==> src/rtl/seg7_scan_capture.sv <==
// Passive monitor for the multiplexed 7-segment bus: captures stable digits, rebuilds 6-digit frames and the two countdowns.
// Define SEG7_CAP_ACTIVE_LOW_EN to decode common-anode (active-low) segment patterns.
module seg7_scan_capture #(
    parameter int STABLE_CYC = 4
) (
    input  logic        clk,
    input  logic        rst,
    input  logic [2:0]  seg7_sel,
    input  logic [6:0]  seg7_out,
    input  logic        clr_err,
    output logic [23:0] digits,
    output logic [6:0]  cnt1,
    output logic [6:0]  cnt2,
    output logic        frame_valid,
    output logic        err_seq,
    output logic        err_pat
);
    localparam logic [1:0] S_SYNC    = 2'd0;
    localparam logic [1:0] S_SCAN    = 2'd1;
    localparam logic [1:0] S_PUBLISH = 2'd2;

    localparam logic [7:0] STAB_MAX = 8'(STABLE_CYC);
    localparam logic [7:0] STAB_CAP = 8'(STABLE_CYC - 1);

    logic [2:0]  r_sel, r_sel_d;
    logic [6:0]  r_seg, r_seg_d;
    logic [7:0]  r_stab;
    logic [1:0]  r_state;
    logic [2:0]  r_exp;
    logic [23:0] r_work;
    logic [23:0] r_digits;
    logic [6:0]  r_cnt1, r_cnt2;
    logic        r_err_seq, r_err_pat;

    logic        w_changed;
    logic        w_capture;
    logic [6:0]  w_seg_pol;
    logic [3:0]  w_dec;

    function automatic logic [6:0] bcd_count(input logic [3:0] tens, input logic [3:0] ones);
        if (tens <= 4'd9 && ones <= 4'd9)
            return {3'b000, tens} * 7'd10 + {3'b000, ones};
        else if (tens == 4'hF && ones <= 4'd9)
            return {3'b000, ones};
        else
            return 7'h7F;
    endfunction

    // The counter only sits at STAB_CAP for one cycle, and the delayed copy
    // still holds the dwelled value even if the bus moves on that same cycle.
    assign w_changed = (r_sel != r_sel_d) || (r_seg != r_seg_d);
    assign w_capture = (r_stab == STAB_CAP);

`ifdef SEG7_CAP_ACTIVE_LOW_EN
    assign w_seg_pol = ~r_seg_d;
`else
    assign w_seg_pol = r_seg_d;
`endif

    always_comb begin
        w_dec = 4'hE;
        case (w_seg_pol)
            7'b1111110: w_dec = 4'd0;
            7'b0110000: w_dec = 4'd1;
            7'b1101101: w_dec = 4'd2;
            7'b1111001: w_dec = 4'd3;
            7'b0110011: w_dec = 4'd4;
            7'b1011011: w_dec = 4'd5;
            7'b1011111: w_dec = 4'd6;
            7'b1110000: w_dec = 4'd7;
            7'b1111111: w_dec = 4'd8;
            7'b1111011: w_dec = 4'd9;
            7'b0000000: w_dec = 4'hF;
            default:    w_dec = 4'hE;
        endcase
    end

    always_ff @(posedge clk) begin
        if (rst) begin
            r_sel   <= '0;
            r_seg   <= '0;
            r_sel_d <= '0;
            r_seg_d <= '0;
            r_stab  <= '0;
        end else begin
            r_sel   <= seg7_sel;
            r_seg   <= seg7_out;
            r_sel_d <= r_sel;
            r_seg_d <= r_seg;
            if (w_changed)
                r_stab <= '0;
            else if (r_stab != STAB_MAX)
                r_stab <= r_stab + 8'd1;
        end
    end

    always_ff @(posedge clk) begin
        if (rst) begin
            r_state   <= S_SYNC;
            r_exp     <= '0;
            r_work    <= 24'hFFFFFF;
            r_digits  <= 24'hFFFFFF;
            r_cnt1    <= 7'h7F;
            r_cnt2    <= 7'h7F;
            r_err_seq <= 1'b0;
            r_err_pat <= 1'b0;
        end else begin
            // Clear first so a same-cycle set event below takes priority.
            if (clr_err) begin
                r_err_seq <= 1'b0;
                r_err_pat <= 1'b0;
            end
            if (w_capture && w_dec == 4'hE)
                r_err_pat <= 1'b1;
            if (r_state == S_PUBLISH)
                r_state <= S_SYNC;
            if (w_capture) begin
                if (r_sel_d[2:1] == 2'b11) begin
                    r_err_seq <= 1'b1;
                    r_state   <= S_SYNC;
                end else begin
                    case (r_state)
                        S_SYNC: if (r_sel_d == 3'd5) begin
                            r_work[23:20] <= w_dec;
                            r_exp         <= 3'd4;
                            r_state       <= S_SCAN;
                        end
                        S_SCAN: if (r_sel_d == r_exp) begin
                            r_work[4*r_sel_d +: 4] <= w_dec;
                            if (r_sel_d == 3'd0) begin
                                r_digits <= {r_work[23:4], w_dec};
                                r_cnt1   <= bcd_count(r_work[19:16], r_work[23:20]);
                                r_cnt2   <= bcd_count(r_work[7:4], r_work[11:8]);
                                r_state  <= S_PUBLISH;
                            end else begin
                                r_exp <= r_exp - 3'd1;
                            end
                        end else begin
                            r_err_seq <= 1'b1;
                            r_state   <= S_SYNC;
                        end
                        default: ;
                    endcase
                end
            end
        end
    end

    assign digits      = r_digits;
    assign cnt1        = r_cnt1;
    assign cnt2        = r_cnt2;
    assign frame_valid = (r_state == S_PUBLISH);
    assign err_seq     = r_err_seq;
    assign err_pat     = r_err_pat;
endmodule

==> config.mk <==
export PLATFORM = sky130hd
export DESIGN_NAME = seg7_scan_capture
export DESIGN_NICKNAME = d
export VERILOG_FILES = /design/src/rtl/seg7_scan_capture.sv
export SDC_FILE = /design/constraint.sdc
export NUM_CORES = 1
export LEC_CHECK = 0
export BUFFER_PORTS_ARGS = -buffer_cell sky130_fd_sc_hd__buf_2
export CORE_MARGIN = 2
export CORE_UTILIZATION = 52
export DETAILED_ROUTE_END_ITERATION = 16
export GPL_TIMING_DRIVEN = 0
export PLACE_DENSITY = 0.84
export SYNTH_ARGS = -nofsm -noshare
export SYNTH_HDL_FRONTEND = slang
export SYNTH_SLANG_ARGS = --single-unit
==> constraint.sdc <==
create_clock -name clk -period 2.6 [get_ports clk]
set_input_delay 0.39 -clock clk [delete_from_list [all_inputs] [get_ports clk]]
set_output_delay 0.39 -clock clk [all_outputs]
set_load 0.1 [all_outputs]
# ---- Yosys cells after proc, flatten, opt, wreduce, memory -nomap -nowiden
# Index checks and enable logic that the tools add are counted.
dict set report totals {
  register_bits 97
  inputBits 13
  out_inout_bits 41
  word_cells 96
}
dict set report classes {
  addsub 5
  multipliers 2
  order_cmp 4
  eq_ne 25
  shifts 2
  n_mux 27
  bitwise_logic 1
  n_reduce_logical 16
}
# operator count
set ops {}
lappend ops {{7-bit == test, second input constant} 8}
lappend ops {{4-bit case mux with 11 select lines} 1}
lappend ops {{5-bit negator with 34-bit output} 1}
lappend ops {{4-bit by 34-bit variable shift with 24-bit output, first input constant} 1}
lappend ops {{4-bit by 34-bit indexed part select with 24-bit output} 1}
lappend ops {{7-bit 2-to-1 mux} 4}
lappend ops {{24-bit bitwise mux} 1}
lappend ops {{24-bit 2-to-1 mux} 1}
lappend ops {{4-bit <= comparator, second input constant} 4}
lappend ops {{7-bit by 4-bit adder with 7-bit output} 2}
lappend ops {{7-bit by 6-bit == test with 1-bit output, second input constant} 2}
lappend ops {{4-bit == test, second input constant} 3}
lappend ops {{4-bit by 3-bit multiplier with 6-bit output, second input constant} 2}
lappend ops {{2-bit 2-to-1 mux} 6}
lappend ops {{5-bit AND reduction} 2}
lappend ops {{3-bit 2-to-1 mux} 3}
lappend ops {{8-bit by 1-bit adder with 8-bit output, second input constant} 1}
lappend ops {{8-bit by 2-bit == test with 1-bit output, second input constant} 1}
lappend ops {{8-bit by 3-bit != test with 1-bit output, second input constant} 1}
lappend ops {{4-bit case mux with 2 select lines} 1}
lappend ops {{7-bit zero test} 1}
lappend ops {{1-bit 2-to-1 mux} 7}
lappend ops {{7-bit != test} 1}
lappend ops {{2-bit != test, second input constant} 3}
lappend ops {{18 further kinds} 24}

# ---- Longest topological paths before layout
# Gate-level depths: netlist (run 1).
dict set report logic_depth {
  word_depth 7
  mapped_depth 11
  depth_no_buf 8
}

# ---- Worst setup path before layout (run 1)
# No wires, ideal clock.
dict set report synth_path {
  kind {register -> register}
  start {register r_sel_d[0]}
  end {register r_work[8]}
  setup_ns 0.120
  arrival_time_ns 2.755
  t_required_ns 2.480
  setup_slack_ns -0.274
  path_stages_with_launch 11
  n_path_buf 4
  period_less_slack_ns 2.874
  cell_sequence {dfxtp_1 -> clkbuf_1 -> inv_1 -> ha_1 -> ha_1 -> clkbuf_1 -> or4_4 -> buf_6 -> or4_4 -> buf_6 -> a211o_1}
}
dict set report synth_via {
  elab_chain_cells 3
  word_cells_on_any_way 6
  classes_between {1 x add/sub; 1 x eq/ne; 2 x shift; 1 x mux; 1 x reduce/logical}
}
# element line
set synth_lines {}
lappend synth_lines {{start, declared} 25} ;# logic [2:0] r_sel, r_sel_d;
lappend synth_lines {{start signal, assigned} 88} ;# r_sel_d <= r_sel;
lappend synth_lines {{5-bit negator with 34-bit output} 129} ;# r_work[4*r_sel_d +: 4] <= w_dec;
lappend synth_lines {{4-bit by 34-bit indexed part select with 24-bit output / 4-bit by 34-bit variable shift with 24-bit output (equally long branches)} 129}
lappend synth_lines {{24-bit bitwise mux} 129}
lappend synth_lines {{end signal, assigned by index} 129}
lappend synth_lines {{end, declared} 30} ;# logic [23:0] r_work;
# Several ways; a longest one is shown, not always the timed one.
# A chain may end at the register's enable or synchronous reset.

# ---- Worst setup path in the final report (run 1)
# Ends and elaborated chain as after synthesis.

==> results of run 1 <==
==> worst max-delay path, cell delays in order (launching register included) <==
cell      delay, ps
dfxtp_2         340
clkbuf_8        150
inv_2            40
ha_2            170
ha_2            160
clkbuf_8        150
or4_4           550
or4_4           440
buf_6           150
a211o_1         290
==> routing by layer <==
layer,vias to the layer above,routed length [um],track usage (%),share of wire (%)
met4,0,168,7.738,1.7
met5,-,0,0,0
li1,1869,-,-,-
met1,1759,4232,26.51,42
met2,106,5063,39.58,51
met3,19,554,6.265,5.5
==> final timing paths <==
path | end | cells past startpoint | start | slack (ps)
min reg2reg | cnt2[6]$_SDFFE_PP1P_ | 2 | cnt2[6]$_SDFFE_PP1P_ | 470
min | r_sel[1]$_SDFF_PP0_ | 2 | seg7_sel[1] | 230
max | r_work[8]$_SDFFE_PP1P_ | 9 | r_sel_d[0]$_SDFF_PP0_ | 50
max reg2reg | r_work[8]$_SDFFE_PP1P_ | 9 | r_sel_d[0]$_SDFF_PP0_ | 50
==> sequential cells by signal, summed over array words and instances, names as in the netlist <==
signal,cells
r_state,2
r_seg,7
r_sel,3
r_stab,8
r_seg_d,7
cnt2,7
r_work,20
digits,24
err_pat,1
cnt1,7
r_sel_d,3
r_exp,3
err_seq,1
==> report_power, final <==
part	switching, uW	internal (uW)
sequential	8.92	1440
clock	542	447
combinational	94.8	61.0
==> what timing repair did <==
item | in CTS | in global routing
buffers inserted | 0 | 3
pin swaps | 1 | 4
cloned | 0 | 0
resized for setup | 7 | 9
endpoints found under the setup margin | 52 | 55
==> cell usage in the layout (no fill, tap or decap), drive strengths merged, types with 3 or more instances in the layout <==
| master | count |
|---|---|
| or3b | 3 |
| fa | 4 |
| and3 | 4 |
| clkinvlp | 3 |
| inv | 18 |
| dfxtp | 93 |
| o31ai | 3 |
| nor4 | 7 |
| nor3 | 20 |
| or3 | 7 |
| nand2b | 4 |
| a211o | 9 |
| and2 | 3 |
| mux2i | 9 |
| buf | 62 |
| clkbuf | 28 |
| nand3 | 34 |
| a211oi | 3 |
| o21ai | 10 |
| nor2b | 28 |
| o211ai | 14 |
| nand2 | 70 |
| ha | 18 |
| or2 | 3 |
| and4 | 3 |
| xnor2 | 11 |
| xor2 | 19 |
| a21oi | 16 |
| nor2 | 30 |
==> logic make-up after synthesis <==
logic type,synth area share [%]
multiplexers,2.036
AND/OR/NAND/NOR,26.81
buffers and inverters,4.525
AO/OA/AOI/OAI,11.54
XOR/XNOR,6.109
flip-flops,42.08
adder cells (fa/ha/maj),6.901
==> area by class of cell <==
class | count | area (um^2)
clock inverters | 7 | 75.07
inverters | 17 | 63.81
clock buffers | 9 | 123.9
multi-input cells | 363 | 2432
flip-flops and latches | 93 | 1864
fillers | 690 | 3097
well taps | 105 | 131.4
plain buffers | 26 | 146.4
repair buffers | 55 | 282.8
==> per-stage QoR <==
stage | setup TNS, ps | std cells
3_5_place_dp | -8062 | 658
4_1_cts | -829.5 | 674
2_1_floorplan | 0 | 501
6_report | 0 | 675
3_3_place_gp | -4104 | 658
5_1_grt | -7.371 | 675
==> results.sh, run 1 <==
export IMPL_status="finished, final reports clean"
export IMPL_drt_pass1_iterations=4
export IMPL_vias=3753
export IMPL_critical_path_class="register to register"
export IMPL_synth_largest_area_cell="dfxtp_1"
export IMPL_rsz0062_at_grt="true"
export IMPL_synth_distinct_cells=55
export IMPL_dieArea_um2=9262
export IMPL_crit_required_ps=2860
export IMPL_max_freq_mhz=392.0
export IMPL_ctsHoldBuffers=0
export IMPL_cp_max_fo=9
export IMPL_hold_class="primary input to register"
export IMPL_power_total_uw=2592
export IMPL_diodes=0
export IMPL_synth_top_area_share_pct=42.08
export IMPL_syn_nets=536
export IMPL_antenna_left=0
export IMPL_endpoint_kind="register"
export IMPL_start_util_pct=53.84
export IMPL_ioPinCount=54
export IMPL_syn_inst=501
export IMPL_syn_area_per_cell_um2=8.831
export IMPL_critPathLaunchType="register"
export IMPL_cts_num_sinks=93
export IMPL_worstPathArrival_ps=2810
export IMPL_clk_latency_ps=370
export IMPL_power_density_nw_per_um2=506.3
export IMPL_syn_to_final_growth_pct=15.72
export IMPL_synth_seq_cells=93
export IMPL_synth_common_cells="dfxtp_1 (93), nand2_1 (70), nand3_1 (34)"
export IMPL_grt_usage_pct=22.64
export IMPL_synth_warnings=0
export IMPL_drt_wl_total_um=10020
export IMPL_synth_edf_count=0
export IMPL_clk_pin_slew_worst_paths_ps=90
export IMPL_drive_gt1_share_pct=19.12
export IMPL_hold_worst_slack_ps=226.0
export IMPL_gp_congestion=0.8830
export IMPL_cts_tree="done"
export IMPL_finalNetCount=600
export IMPL_setup_viol=0
export IMPL_post_route_period_util_pct=98.11
export IMPL_synth_ff_type="dfxtp_1"
export IMPL_worstMarginPinSlew_ps=667.8
export IMPL_fin_util_pct=62.31
export IMPL_async_reset_ff_share_pct=0
export IMPL_grt_pass1_wl_um=16230
export IMPL_dp_hpwl_um=7400
export IMPL_dr_first_iter_drc_count=112
export IMPL_fp_dieH_um=96.24
export IMPL_yosys_top_cells_area="dfxtp_1 (42%), nand2_1 (5.9%), ha_1 (5.1%)"
export IMPL_synth_most_common_cell="dfxtp_1"
export IMPL_hold_violations=0
export IMPL_core_rowCount=33
export IMPL_clk_path_buf_depth=2
export IMPL_die_w_um=96.24
export IMPL_grt_overflow_total=0
export IMPL_grt_max_degree=17
export IMPL_viasPerCell=5.560
export IMPL_wl_per_cell_um=14.84
export IMPL_max_cap_viol_count=0
export IMPL_ir_drop_v=0.0002848
export IMPL_clock_skew_ps=9.900
export IMPL_numPortBuffers=52
export IMPL_postLayoutCellArea_um2=5120
export IMPL_dpl_cell_area_um2=4842
export IMPL_core_um2=8217
export IMPL_htreeDepth=3
export IMPL_antenna_found_initial=0
export IMPL_drc=0
export IMPL_drv_slew=0
export IMPL_synthesis_area_um2=4424
export IMPL_leakage_uw=0.002236
export IMPL_slew_headroom_pct=55.14
export IMPL_post_place_ws_ps=-381.4
export IMPL_seq_area_frac_synth_pct=42.08
export IMPL_grt_pass1_vias=3581
export IMPL_setup_ws_ps=49.18
export IMPL_numCtsBuffers=9
export IMPL_root_buffer="clkbuf_8"
export IMPL_finalCriticalPeriod_ps=2551
(Power assumes the default switching activity.)
==> run 2: changes to the inputs <==
ABC_AREA = 1   (was unset)
CORE_UTILIZATION = 53   (was 52)
PLACE_DENSITY = 0.85   (was 0.84)
RECOVER_POWER = 100   (was unset)
==> results.sh, run 2 <==
export IMPL_status="finished, final reports clean"
export IMPL_synth_most_common_cell="nand2_1"
export IMPL_leakage_uw=0.002461
export IMPL_synth_top_area_share_pct=39.40
export IMPL_rsz0062_at_grt="false"
export IMPL_antenna_left=0
export IMPL_grt_usage_pct=22.87
export IMPL_wl_per_cell_um=13.23
export IMPL_worstMarginPinSlew_ps=1186
export IMPL_die_w_um=98.43
export IMPL_critPathLaunchType="register"
export IMPL_hold_violations=0
export IMPL_reg2reg_depth=9
export IMPL_largest_reg_flops=24
export IMPL_synth_seq_cells=93
export IMPL_synth_compound_gate_area_share_pct=10.22
export IMPL_async_reset_ff_share_pct=0
export IMPL_finalNetCount=743
export IMPL_synth_adder_area_share_pct=6.460
export IMPL_numPortBuffers=53
export IMPL_setup_viol=0
export IMPL_synth_common_cells="nand2_1 (166), dfxtp_1 (93), inv_1 (79)"
export IMPL_post_route_period_util_pct=91.43
export IMPL_worstPathArrival_ps=2610
export IMPL_synth_edf_count=0
export IMPL_hold_class="primary input to register"
export IMPL_final_common_cell="nand2_1"
export IMPL_grt_max_degree=17
export IMPL_ir_drop_v=0.0003771
export IMPL_synth_largest_area_cell="dfxtp_1"
export IMPL_setup_tns_ps=0
export IMPL_place_inst=805
export IMPL_synth_simple_area_share_pct=31.53
export IMPL_gp_congestion=0.9187
export IMPL_postCtsSetupBuffers=0
export IMPL_synth_mux_area_share_pct=0
export IMPL_crit_required_ps=2840
export IMPL_cp_max_fo=10
export IMPL_ctsHoldBuffers=0
export IMPL_max_cap_viol_count=0
export IMPL_viasPerCell=5.297
export IMPL_clk_latency_ps=370
export IMPL_power_total_uw=2488
export IMPL_grt_pass1_wl_um=18130
export IMPL_max_freq_mhz=420.7
export IMPL_setup_ws_ps=222.9
export IMPL_whs_path_depth=3
export IMPL_vias=4349
export IMPL_cts_num_sinks=93
export IMPL_endpoint_kind="register"
export IMPL_clk_path_buf_depth=2
export IMPL_post_place_ws_ps=372.7
export IMPL_dr_first_iter_drc_count=173
export IMPL_core_um2=8678
export IMPL_syn_inst=644
export IMPL_cts_tree="done"
export IMPL_power_density_nw_per_um2=478.3
export IMPL_dieArea_um2=9687
export IMPL_ioPinCount=54
export IMPL_instances_no_fill=821
export IMPL_drt_wl_total_um=10860
export IMPL_grt_overflow_total=0
export IMPL_critical_path_class="register to register"
export IMPL_diodes=0
export IMPL_clk_pin_slew_worst_paths_ps=90
export IMPL_synth_ff_type="dfxtp_1"
export IMPL_clock_skew_ps=7.599
export IMPL_start_util_pct=54.46
export IMPL_grt_pass1_vias=4140
export IMPL_final_cell_mix="nand2_1 (166), dfxtp_1 (93), inv_1 (79)"
export IMPL_drc=0
export IMPL_cts_resized=0
export IMPL_root_buffer="clkbuf_8"
export IMPL_yosys_top_cells_area="dfxtp_1 (39%), nand2_1 (13%), inv_1 (6.3%)"
export IMPL_seq_area_frac_synth_pct=39.40
export IMPL_synth_warnings=0
export IMPL_antenna_found_initial=0
export IMPL_drt_pass1_iterations=5
export IMPL_syn_to_final_growth_pct=10.09
export IMPL_core_rowCount=34
export IMPL_syn_nets=679
export IMPL_fp_dieH_um=98.43
export IMPL_synthesis_area_um2=4726
export IMPL_synth_top_family_by_area="simple AND/OR/NAND/NOR gates"
export IMPL_numCtsBuffers=9
export IMPL_drv_slew=0
export IMPL_syn_area_per_cell_um2=7.338
export IMPL_htreeDepth=3
export IMPL_finalCriticalPeriod_ps=2377
export IMPL_slew_headroom_pct=21.26
export IMPL_synth_distinct_cells=43
export IMPL_dp_hpwl_um=8271
export IMPL_synthXorXnorAreaFrac_pct=3.151
export IMPL_drive_gt1_share_pct=8.135
run 2: where the power goes:
part,leakage [uW],total [uW],internal [uW],switching (uW)
Sequential,0.000756,1450,1440,12.0
Clock,0.0000820,887,351,536
Combinational,0.00162,152,47.7,104
Total,0.00246,2490,1840,652
run 2: worst paths after layout:
| check | slack [ps] | from | end |
|---|---|---|---|
| worst max register to register | 220 | r_sel_d[0]$_SDFF_PP0_ | digits[16]$_SDFFE_PP1P_ |
| worst min-delay path | 220 | seg7_out[2] | r_seg[2]$_SDFF_PP0_ |
| worst min register to register | 440 | r_sel[0]$_SDFF_PP0_ | r_sel_d[0]$_SDFF_PP0_ |
| worst max-delay path | 220 | r_sel_d[0]$_SDFF_PP0_ | digits[16]$_SDFFE_PP1P_ |
run 2: worst max-delay path, cell delays in order, from the launching register on:
cell      delay, ps
dfxtp_1         360
buf_6           140
inv_2            70
ha_1            200
ha_1            160
buf_2           170
nand4_1         220
clkbuf_1        400
clkbuf_1        390
o211ai_1        140
run 2: kinds of logic after synthesis:
logic type      count (synthesis)
buf+inv                       108
xor+xnor                       17
simple gates                  324
flops                          93
compound gates                 80
fa+ha+maj                      22
run 2: stage by stage:
step                      utilization [%]  hold WS, ps  area (um^2)
after global routing                59.95        210.6         5202
after detailed placement            59.07        426.0         5126
final                               59.95        217.9         5202
after floorplan                         -        414.7         4726
after CTS                           61.07        207.3         5300
after global placement              59.07        423.2         5126
run 2: routing by layer:
metal	wire [um]	part of all wire, %	vias up	GRT usage, %
met1	4681	43	2000	27.18
li1	-	-	2200	-
met2	5252	48	117	39.93
met5	0	0	-	0
met3	619	5.7	32	4.468
met4	308	2.8	0	10.43
run 2: layout make-up:
class	count	area, um^2
inverters	89	334.1
fillers	836	3476
well taps	108	135.1
clock inverters	7	50.05
flip-flops and latches	93	1862
multi-input cells	443	2400
clock buffers	9	123.9
plain buffers	19	83.83
repair buffers	53	214.0
